## config.mk

```make
export PLATFORM = sky130hd
export DESIGN_NAME = multicycle_ctrl
export DESIGN_NICKNAME = d
export VERILOG_FILES = /design/src/rtl/multicycle_ctrl.sv
export SDC_FILE = /design/constraint.sdc
export NUM_CORES = 1
export LEC_CHECK = 0
export CAP_MARGIN = 5
export CORE_ASPECT_RATIO = 1.1
export CORE_MARGIN = 2
export CORE_UTILIZATION = 29
export DETAILED_ROUTE_END_ITERATION = 10
export GPL_ROUTABILITY_DRIVEN = 0
export PLACE_DENSITY = 0.79
export SLEW_MARGIN = 30
export SYNTH_ARGS = -nofsm -noshare
export SYNTH_HDL_FRONTEND = slang
export SYNTH_SLANG_ARGS = --single-unit
```

## constraint.sdc

```tcl
create_clock -name clk -period 2.6 [get_ports clk]
set_input_delay 0.52 -clock clk [delete_from_list [all_inputs] [get_ports clk]]
set_output_delay 0.52 -clock clk [all_outputs]
set_load 0.02 [all_outputs]
```

## src/rtl/multicycle_ctrl.sv

```systemverilog
// -----------------------------------------------------------------------------
// multicycle_ctrl
// Control unit for the RV32I multicycle processor. It sequences every
// instruction through a fixed five-state FSM and decodes the current
// instruction word combinationally into the datapath controls.
//
// Ports:
//   clk       clock, all state updates on the rising edge
//   rst       synchronous active-high reset, aborts the current instruction
//   instr     current instruction word, held stable from IF through WB
//   Zero      ALU zero flag from the datapath
//   PCSrc     1 = PC + branch offset, 0 = PC + 4 (consumed in WB)
//   ALUSrc    1 = immediate operand, 0 = rs2
//   ALUCtrl   ALU operation code
//   RegWrite  register-file write enable (WB only)
//   MemToReg  1 = write back load data, 0 = ALU result
//   loadPC    PC update enable (WB only)
//   MemRead   data-memory read strobe (MEM only)
//   MemWrite  data-memory write strobe (MEM only)
//   illegal   current instruction is unsupported
//   state     FSM state, for debug
//
// state | meaning
// ------+------------------------------------------------
// IF  0 | instruction fetch
// ID  1 | decode / register read
// EX  2 | execute
// MEM 3 | data-memory access (MemRead / MemWrite)
// WB  4 | write back (RegWrite) and PC update (loadPC)
// -----------------------------------------------------------------------------
module multicycle_ctrl #(
    parameter int ALUCTRL_W = 4,
    parameter int STATE_W   = 3
) (
    input  logic                 clk,
    input  logic                 rst,
    input  logic [31:0]          instr,
    input  logic                 Zero,
    output logic                 PCSrc,
    output logic                 ALUSrc,
    output logic [ALUCTRL_W-1:0] ALUCtrl,
    output logic                 RegWrite,
    output logic                 MemToReg,
    output logic                 loadPC,
    output logic                 MemRead,
    output logic                 MemWrite,
    output logic                 illegal,
    output logic [STATE_W-1:0]   state
);

    localparam logic [2:0] S_IF  = 3'd0;
    localparam logic [2:0] S_ID  = 3'd1;
    localparam logic [2:0] S_EX  = 3'd2;
    localparam logic [2:0] S_MEM = 3'd3;
    localparam logic [2:0] S_WB  = 3'd4;

    localparam logic [6:0] OP_R      = 7'b0110011;
    localparam logic [6:0] OP_I      = 7'b0010011;
    localparam logic [6:0] OP_LOAD   = 7'b0000011;
    localparam logic [6:0] OP_STORE  = 7'b0100011;
    localparam logic [6:0] OP_BRANCH = 7'b1100011;

    localparam logic [3:0] ALU_AND  = 4'b0000;
    localparam logic [3:0] ALU_OR   = 4'b0001;
    localparam logic [3:0] ALU_ADD  = 4'b0010;
    localparam logic [3:0] ALU_SUB  = 4'b0110;
    localparam logic [3:0] ALU_SLT  = 4'b0111;
    localparam logic [3:0] ALU_SRL  = 4'b1000;
    localparam logic [3:0] ALU_SLL  = 4'b1001;
    localparam logic [3:0] ALU_SRA  = 4'b1010;
    localparam logic [3:0] ALU_SLTU = 4'b1011;
    localparam logic [3:0] ALU_XOR  = 4'b1100;

    logic [2:0] state_q;
    logic [6:0] opcode;
    logic [2:0] funct3;
    logic [6:0] funct7;
    logic       f7_base;
    logic       f7_alt;
    logic       legal;
    logic [3:0] alu_code;
    logic       is_r, is_i, is_lw, is_sw, is_br;

    assign opcode  = instr[6:0];
    assign funct3  = instr[14:12];
    assign funct7  = instr[31:25];
    assign f7_base = (funct7 == 7'b0000000);
    assign f7_alt  = (funct7 == 7'b0100000);

    always_ff @(posedge clk) begin
        if (rst) begin
            state_q <= S_IF;
        end else begin
            case (state_q)
                S_IF:    state_q <= S_ID;
                S_ID:    state_q <= S_EX;
                S_EX:    state_q <= S_MEM;
                S_MEM:   state_q <= S_WB;
                default: state_q <= S_IF;   // WB and unused codes 5-7
            endcase
        end
    end

    always_comb begin
        legal    = 1'b0;
        alu_code = ALU_ADD;
        case (opcode)
            OP_R: begin
                case (funct3)
                    3'b000: begin legal = f7_base | f7_alt; alu_code = f7_alt ? ALU_SUB : ALU_ADD; end
                    3'b001: begin legal = f7_base; alu_code = ALU_SLL;  end
                    3'b010: begin legal = f7_base; alu_code = ALU_SLT;  end
                    3'b011: begin legal = f7_base; alu_code = ALU_SLTU; end
                    3'b100: begin legal = f7_base; alu_code = ALU_XOR;  end
                    3'b101: begin legal = f7_base | f7_alt; alu_code = f7_alt ? ALU_SRA : ALU_SRL; end
                    3'b110: begin legal = f7_base; alu_code = ALU_OR;   end
                    default: begin legal = f7_base; alu_code = ALU_AND; end
                endcase
            end
            OP_I: begin
                // Only the shifts constrain the upper bits; elsewhere they are immediate.
                case (funct3)
                    3'b000: begin legal = 1'b1; alu_code = ALU_ADD;  end
                    3'b001: begin legal = f7_base; alu_code = ALU_SLL; end
                    3'b010: begin legal = 1'b1; alu_code = ALU_SLT;  end
                    3'b011: begin legal = 1'b1; alu_code = ALU_SLTU; end
                    3'b100: begin legal = 1'b1; alu_code = ALU_XOR;  end
                    3'b101: begin legal = f7_base | f7_alt; alu_code = f7_alt ? ALU_SRA : ALU_SRL; end
                    3'b110: begin legal = 1'b1; alu_code = ALU_OR;   end
                    default: begin legal = 1'b1; alu_code = ALU_AND; end
                endcase
            end
            OP_LOAD:   legal = (funct3 == 3'b010);
            OP_STORE:  legal = (funct3 == 3'b010);
            OP_BRANCH: begin
                legal    = (funct3 == 3'b000) || (funct3 == 3'b001);
                alu_code = ALU_SUB;
            end
            default:   legal = 1'b0;
        endcase
        // Unsupported encodings fall back to a harmless ADD.
        if (!legal) begin
            alu_code = ALU_ADD;
        end
    end

    assign is_r  = legal && (opcode == OP_R);
    assign is_i  = legal && (opcode == OP_I);
    assign is_lw = legal && (opcode == OP_LOAD);
    assign is_sw = legal && (opcode == OP_STORE);
    assign is_br = legal && (opcode == OP_BRANCH);

    assign illegal  = ~legal;
    assign ALUSrc   = is_i | is_lw | is_sw;
    assign ALUCtrl  = ALUCTRL_W'(alu_code);
    assign MemToReg = is_lw;
    // funct3[0] distinguishes bne from beq, so it inverts the zero test.
    assign PCSrc    = is_br & (Zero ^ funct3[0]);

    // Strobes are forced low during reset so an aborted instruction has no effect.
    assign MemRead  = ~rst & (state_q == S_MEM) & is_lw;
    assign MemWrite = ~rst & (state_q == S_MEM) & is_sw;
    assign RegWrite = ~rst & (state_q == S_WB) & (is_r | is_i | is_lw);
    assign loadPC   = ~rst & (state_q == S_WB);

    assign state = STATE_W'(state_q);

endmodule

```

# [After elaboration in Yosys (flattened, before gate mapping)]
# Cells that the tools add are included.
[word_totals] register_bits=3 inputBits=35 elab_cells=52
[op_classes] bitwise=14 muxes=10 n_eq_ne=16 n_reduce_logical=11
[ops] op="case mux 4 bit (7 select lines)" n=2
[ops] op="== test 7 x 6 -> 1 bit, second input constant" n=3
[ops] op="== test 3 x 2 -> 1 bit, second input constant" n=4
[ops] op="== test 3 bit, second input constant" n=4
[ops] op="case mux 3 bit (4 select lines)" n=1
[ops] op="case mux 4 bit (3 select lines)" n=1
[ops] op="== test 7 x 2 -> 1 bit, second input constant" n=1
[ops] op="== test 7 x 5 -> 1 bit, second input constant" n=1
[ops] op="== test 7 bit, second input constant" n=1
[ops] op="zero test 7 bit" n=1
[ops] op="AND 1 bit" n=6
[ops] op="== test 3 x 1 -> 1 bit, second input constant" n=2
[ops] op="zero test 3 bit" n=2
[ops] op="logical AND 1 bit" n=5
[ops] op="OR 1 bit" n=5
[ops] op="2-to-1 mux 4 bit" n=1
[ops] op="case mux 1 bit (4 select lines)" n=1
[ops] op="OR reduction 2 bit" n=2
[ops] op="2-to-1 mux 3 bit" n=1
[ops] op="2-to-1 mux 2 bit" n=1
[ops] op="inverter 1 bit" n=2
[ops] op="case mux 1 bit (2 select lines)" n=1
[ops] op="logical OR 1 bit" n=1
[ops] op="2-to-1 mux 1 bit" n=1
[ops] op="XOR 1 bit" n=1

# [Depth between registers and ports, before layout]
# Gate-level depths: netlist of the first run.
[logic_depth] word_depth=8 mapped_depth=5 ltp_nobuf=4

# [Worst setup path after synthesis of the first run]
# OpenSTA, ideal clock, no wires.
[synth_timing] path_kind="input -> output" startpoint="input instr[28]" endpoint="output MemWrite" arrival_time_ps=2318 stages=4 path_buffers=0 path_slack_ps=-238 path_cell_list="or4_4 -> nor2_2 -> nand4_1 -> a2111oi_1"
[synth_between] elab_chain_cells=6 word_cells_on_any_way=8
[synth_rtl] element="from (decl)" line_no="37" source="input logic [31:0] instr,"
[synth_rtl] element="== test 7 x 6 -> 1 bit / zero test 7 bit (equally long branches)" line_no="88, 87"
[synth_rtl] element="OR 1 bit" line_no="110, 115, 128"
[synth_rtl] element="case mux 1 bit (2 select lines) / 2-to-1 mux 1 bit (equally long branches)"
[synth_rtl] element="case mux 1 bit (4 select lines) (*)" line_no="107" source="case (opcode)"
[synth_rtl] element="logical AND 1 bit (*)" line_no="150" source="assign is_sw = legal && (opcode == OP_STORE);"
[synth_rtl] element="AND 1 bit (*)" line_no="162" source="assign MemWrite = ~rst & (state_q == S_MEM) & is_sw;"
[synth_rtl] element="to (decl)" line_no="46" source="output logic MemWrite,"
# Mark *: on every way between the ends. The rest lies on a longest branch, timed or not.

# [Worst setup path after layout of the first run]
# Ends and elaborated chain as after synthesis.

==> results of run 1 <==
==> per-layer routing <==
metal | up-vias | part of all wire | wire length (um)
met5 | - | 0 | 0
met4 | 0 | 0.046 | 95
met3 | 9 | 0.044 | 90
met2 | 30 | 0.54 | 1100
met1 | 348 | 0.37 | 757
li1 | 368 | - | -
==> final cells by class <==
class,instances,share of cell area
Clock buffer,4,0.0230
Inverter,3,0.00987
Multi-Input combinational cell,56,0.492
Sequential cell,3,0.0526
Tap cell,17,0.0186
Timing Repair Buffer,58,0.404
==> cell usage after synthesis <==
cell | n | share of area
a21bo_1 | 1 | 0.020
nor2_4 | 1 | 0.022
o31ai_2 | 1 | 0.025
nand2_1 | 3 | 0.022
a21oi_1 | 3 | 0.030
o21ai_0 | 2 | 0.020
nand3_1 | 1 | 0.0099
nor3_1 | 4 | 0.040
a21boi_1 | 1 | 0.015
or4_1 | 1 | 0.015
dfxtp_1 | 3 | 0.12
o31ai_1 | 1 | 0.015
buf_4 | 2 | 0.030
nor4b_1 | 1 | 0.017
or4_4 | 1 | 0.022
nand4bb_1 | 1 | 0.022
and4_1 | 1 | 0.017
or3b_4 | 1 | 0.022
and3b_1 | 1 | 0.017
buf_6 | 1 | 0.022
and2_1 | 1 | 0.012
a2111oi_1 | 1 | 0.020
a311oi_2 | 1 | 0.030
nor4_1 | 3 | 0.037
nor2_2 | 1 | 0.012
a221oi_1 | 1 | 0.017
or2_2 | 1 | 0.012
a2111oi_4 | 1 | 0.054
a211oi_1 | 1 | 0.015
xor2_1 | 1 | 0.017
inv_1 | 3 | 0.022
xnor2_1 | 2 | 0.035
nand4_1 | 1 | 0.012
nor2b_1 | 1 | 0.012
nor4bb_1 | 1 | 0.020
nand2b_1 | 4 | 0.049
nor2_1 | 7 | 0.052
or3_1 | 1 | 0.012
nor3b_1 | 1 | 0.015
o211a_1 | 1 | 0.020
==> power by group through the flow <==
stage                     clock network [W]  logic (W)  registers, W
after detailed placement                  0  0.0000999     0.0000557
after floorplan                           0  0.0000369     0.0000600
after global placement                    0  0.0000975     0.0000556
after global routing              0.0000896   0.000117     0.0000568
final                             0.0000834   0.000109     0.0000558
after CTS                         0.0000868   0.000104     0.0000557
==> repair_timing <==
item                       CTS  global route
pin swaps                   15            13
setup endpoints to repair   12            11
hold buffers                 0             0
setup buffers                4             2
gates resized for setup     99            21
==> cells by family (layout without fill, tap and decap cells) <==
group                     Yosys count  in the layout  synth area share
AOI/OAI and AO/OA                  15             15             0.280
xor gates and xnor gates            3              3            0.0520
DFF                                 3              3             0.119
buffers and inverters               6             65            0.0742
and+or+nand+nor                    38             38             0.475
==> per-stage QoR <==
step | power, W | hold WS (ps) | setup TNS (ps) | utilization | std cells
after CTS | 0.000246 | 494 | -253 | 0.708 | 139
after global placement | 0.000153 | 482 | -7450 | 0.619 | 131
after global routing | 0.000264 | 547 | -520 | 0.715 | 141
final | 0.000248 | 489 | -260 | 0.715 | 141
after detailed placement | 0.000156 | 488 | -7820 | 0.619 | 131
after floorplan | 0.0000969 | 560 | 0 | - | 65
==> how the worst max path moves through the flow <==
stage / end / slack (ps) / depth (start not counted)
floorplan: MemWrite / 10 / 4
global placement: MemWrite / -780 / 6
detailed placement: MemWrite / -810 / 6
CTS: ALUSrc / -90 / 7
global route: MemWrite / -170 / 7
finish: MemWrite / -130 / 7
==> reports/qor.csv, run 1 <==
stage;metric;value;unit
run_status;status;finished with violations;
run_status;failing checks;setup timing;
setup_path;Worst EP required;2080;ps
setup_path;beginning of the critical path;instr[28];
routing;via count;755;
grt;first-pass GRT wire length;3180;um
pwr;pwr/cell area;218;nW/um2
cells_and_area;# diodes;0;
cells_and_area;most frequent cells in the layout;25 x buf_4, 7 x nor2_1, 7 x buf_6, 7 x clkbuf_2, 6 x clkdlybuf4s50_1;
setup_path;crit-path most repeated cell;buf_4;
timing;minimum clock period;2730;ps
synthesis;yosys synthesis warning count;0;
grt;grt peak-use layer;met2;
cells_and_area;area of the multi-input gates;562;um2
pwr;Leakage Power;0.483;nW
grt;initial antenna violation count;0;
pwr;sequential group share of total power;0.225;
synthesis;sequential share of the synthesized area;0.119;
worst_hold_path;Hold Path Stages;1;
setup_path;WS Path Type;in2out;
cells_and_area;Final Instance Area;1140;um2
pwr;Comb power frac;0.439;
synthesis;Avg Cell Area, Syn;7.78;um2
floorplanning;row cnt;15;
grt;grt total ovfl;0;
timing;Final Max Slew Viols;0;
synthesis;Cell variety after synth;40;
clock_tree;clk slew on worst S/H paths;40;ps
grt;M3 GR Usage;0.0151;
timing;Rel. slew slack;0.747;
clock_tree;TritonCTS clock tree;done;
timing;Final WS setup;-125;ps
clock_tree;clock latency on the worst-skew pair;240;ps
place;dpl cell area;987;um2
timing;final hold viol count;0;
grt;met1 GRT Util;0.220;
synthesis;Mapped Area;505;um2
clock_tree;clock buffer depth;2;
floorplanning;die width;43.8;um
synthesis;Post-Syn Instances;65;
place;dpl hpwl;1390;um
pwr;Net Sw Power;0.0000830;W
routing;DR WL/cell;14.5;um
setup_path;Slowest-stage cell, CP;or4_4;
cells_and_area;area delta synth->final;126;%
grt;largest net degree at the start of global routing;10;
synthesis;synthesis-stage register bit count;3;
routing;Post-Route WL;2050;um
routing;DR iter-0 viols;15;
cells_and_area;share of layout cells above drive strength 1;0.565;
timing;Tcrit/Tclk final;1.05;
floorplanning;Core Box Area;1600;um2
cells_and_area;leading cell type in the layout, fill and taps excluded;buf_4;
timing;skew final;0.185;ps
place;I/O Buffers;34;
setup_path;CP peak stage delay;570;ps
grt;met2 Track Usage GR;0.400;
timing;maximum achievable frequency;0.367;GHz
worst_hold_path;Hold WC Path Type;reg2reg;
cells_and_area;FF+latch area;60.1;um2
routing;DRC Markers;0;
floorplanning;io pins;50;
clock_tree;CTS Buf Count;3;
setup_path;CP Launch Type;primary input;
setup_path;CP Capture Type;primary output;
cells_and_area;fill count;119;
setup_path;Buf+Inv Stages, Crit Path;3;
grt;vias in the first global route;771;
floorplanning;DIE AREA;2090;um2
clock_tree;clk sinks;3;
pwr;switch share;0.334;
worst_hold_path;end of the worst hold path;state[1];
grt;GRT Util Overall;0.210;
setup_path;critical path fanouts, max;4;
pwr;Clock power frac;0.336;
synthesis;synthesized net count;100;
setup_path;Critical Path, Cell by Cell;buf_6, or4_4, nor2_4, a311oi_4, buf_4, a2111oi_4, buf_4;
setup_path;CP Data Arrival Time;2210;ps
timing;worst slew pin tran;380;ps
clock_tree;Root Buffer;clkbuf_4;
floorplanning;die height;47.8;um
place;dpl ws;-808;ps
worst_hold_path;Hold Crit Start;state[2];
timing;RSZ-0062 raised after global routing;true;
cells_and_area;Final #Nets;160;
pwr;worst ir drop on vdd;0.188;mV
setup_path;crit-path leading delay family;simple AND/OR/NAND/NOR gates;
clock_tree;H-tree depth;1;
routing;first-pass iteration count of the detailed router;4;
timing;Setup Viol. Count Final;4;
pwr;internal cell power;0.000165;W
setup_path;cells on worst reg2reg path;2;
routing;final antenna-violating net count;0;
cells_and_area;max FFs per register;3;
setup_path;Reg2Reg Launch Point;state[0];
setup_path;Reg2Reg Setup Slack;1830;ps
floorplanning;initial core utilization;0.317;
setup_path;reg2reg end;state[2];
flow_run;max cap viols;0;
routing;Vias/cell;5.35;
(Power assumes the default switching activity.)
==> run 2, diff against run 1 <==
- CAP_MARGIN: 5 -> 20
==> results of run 2 <==
No change in the layout: final DEF, timing and power equal those of run 1.
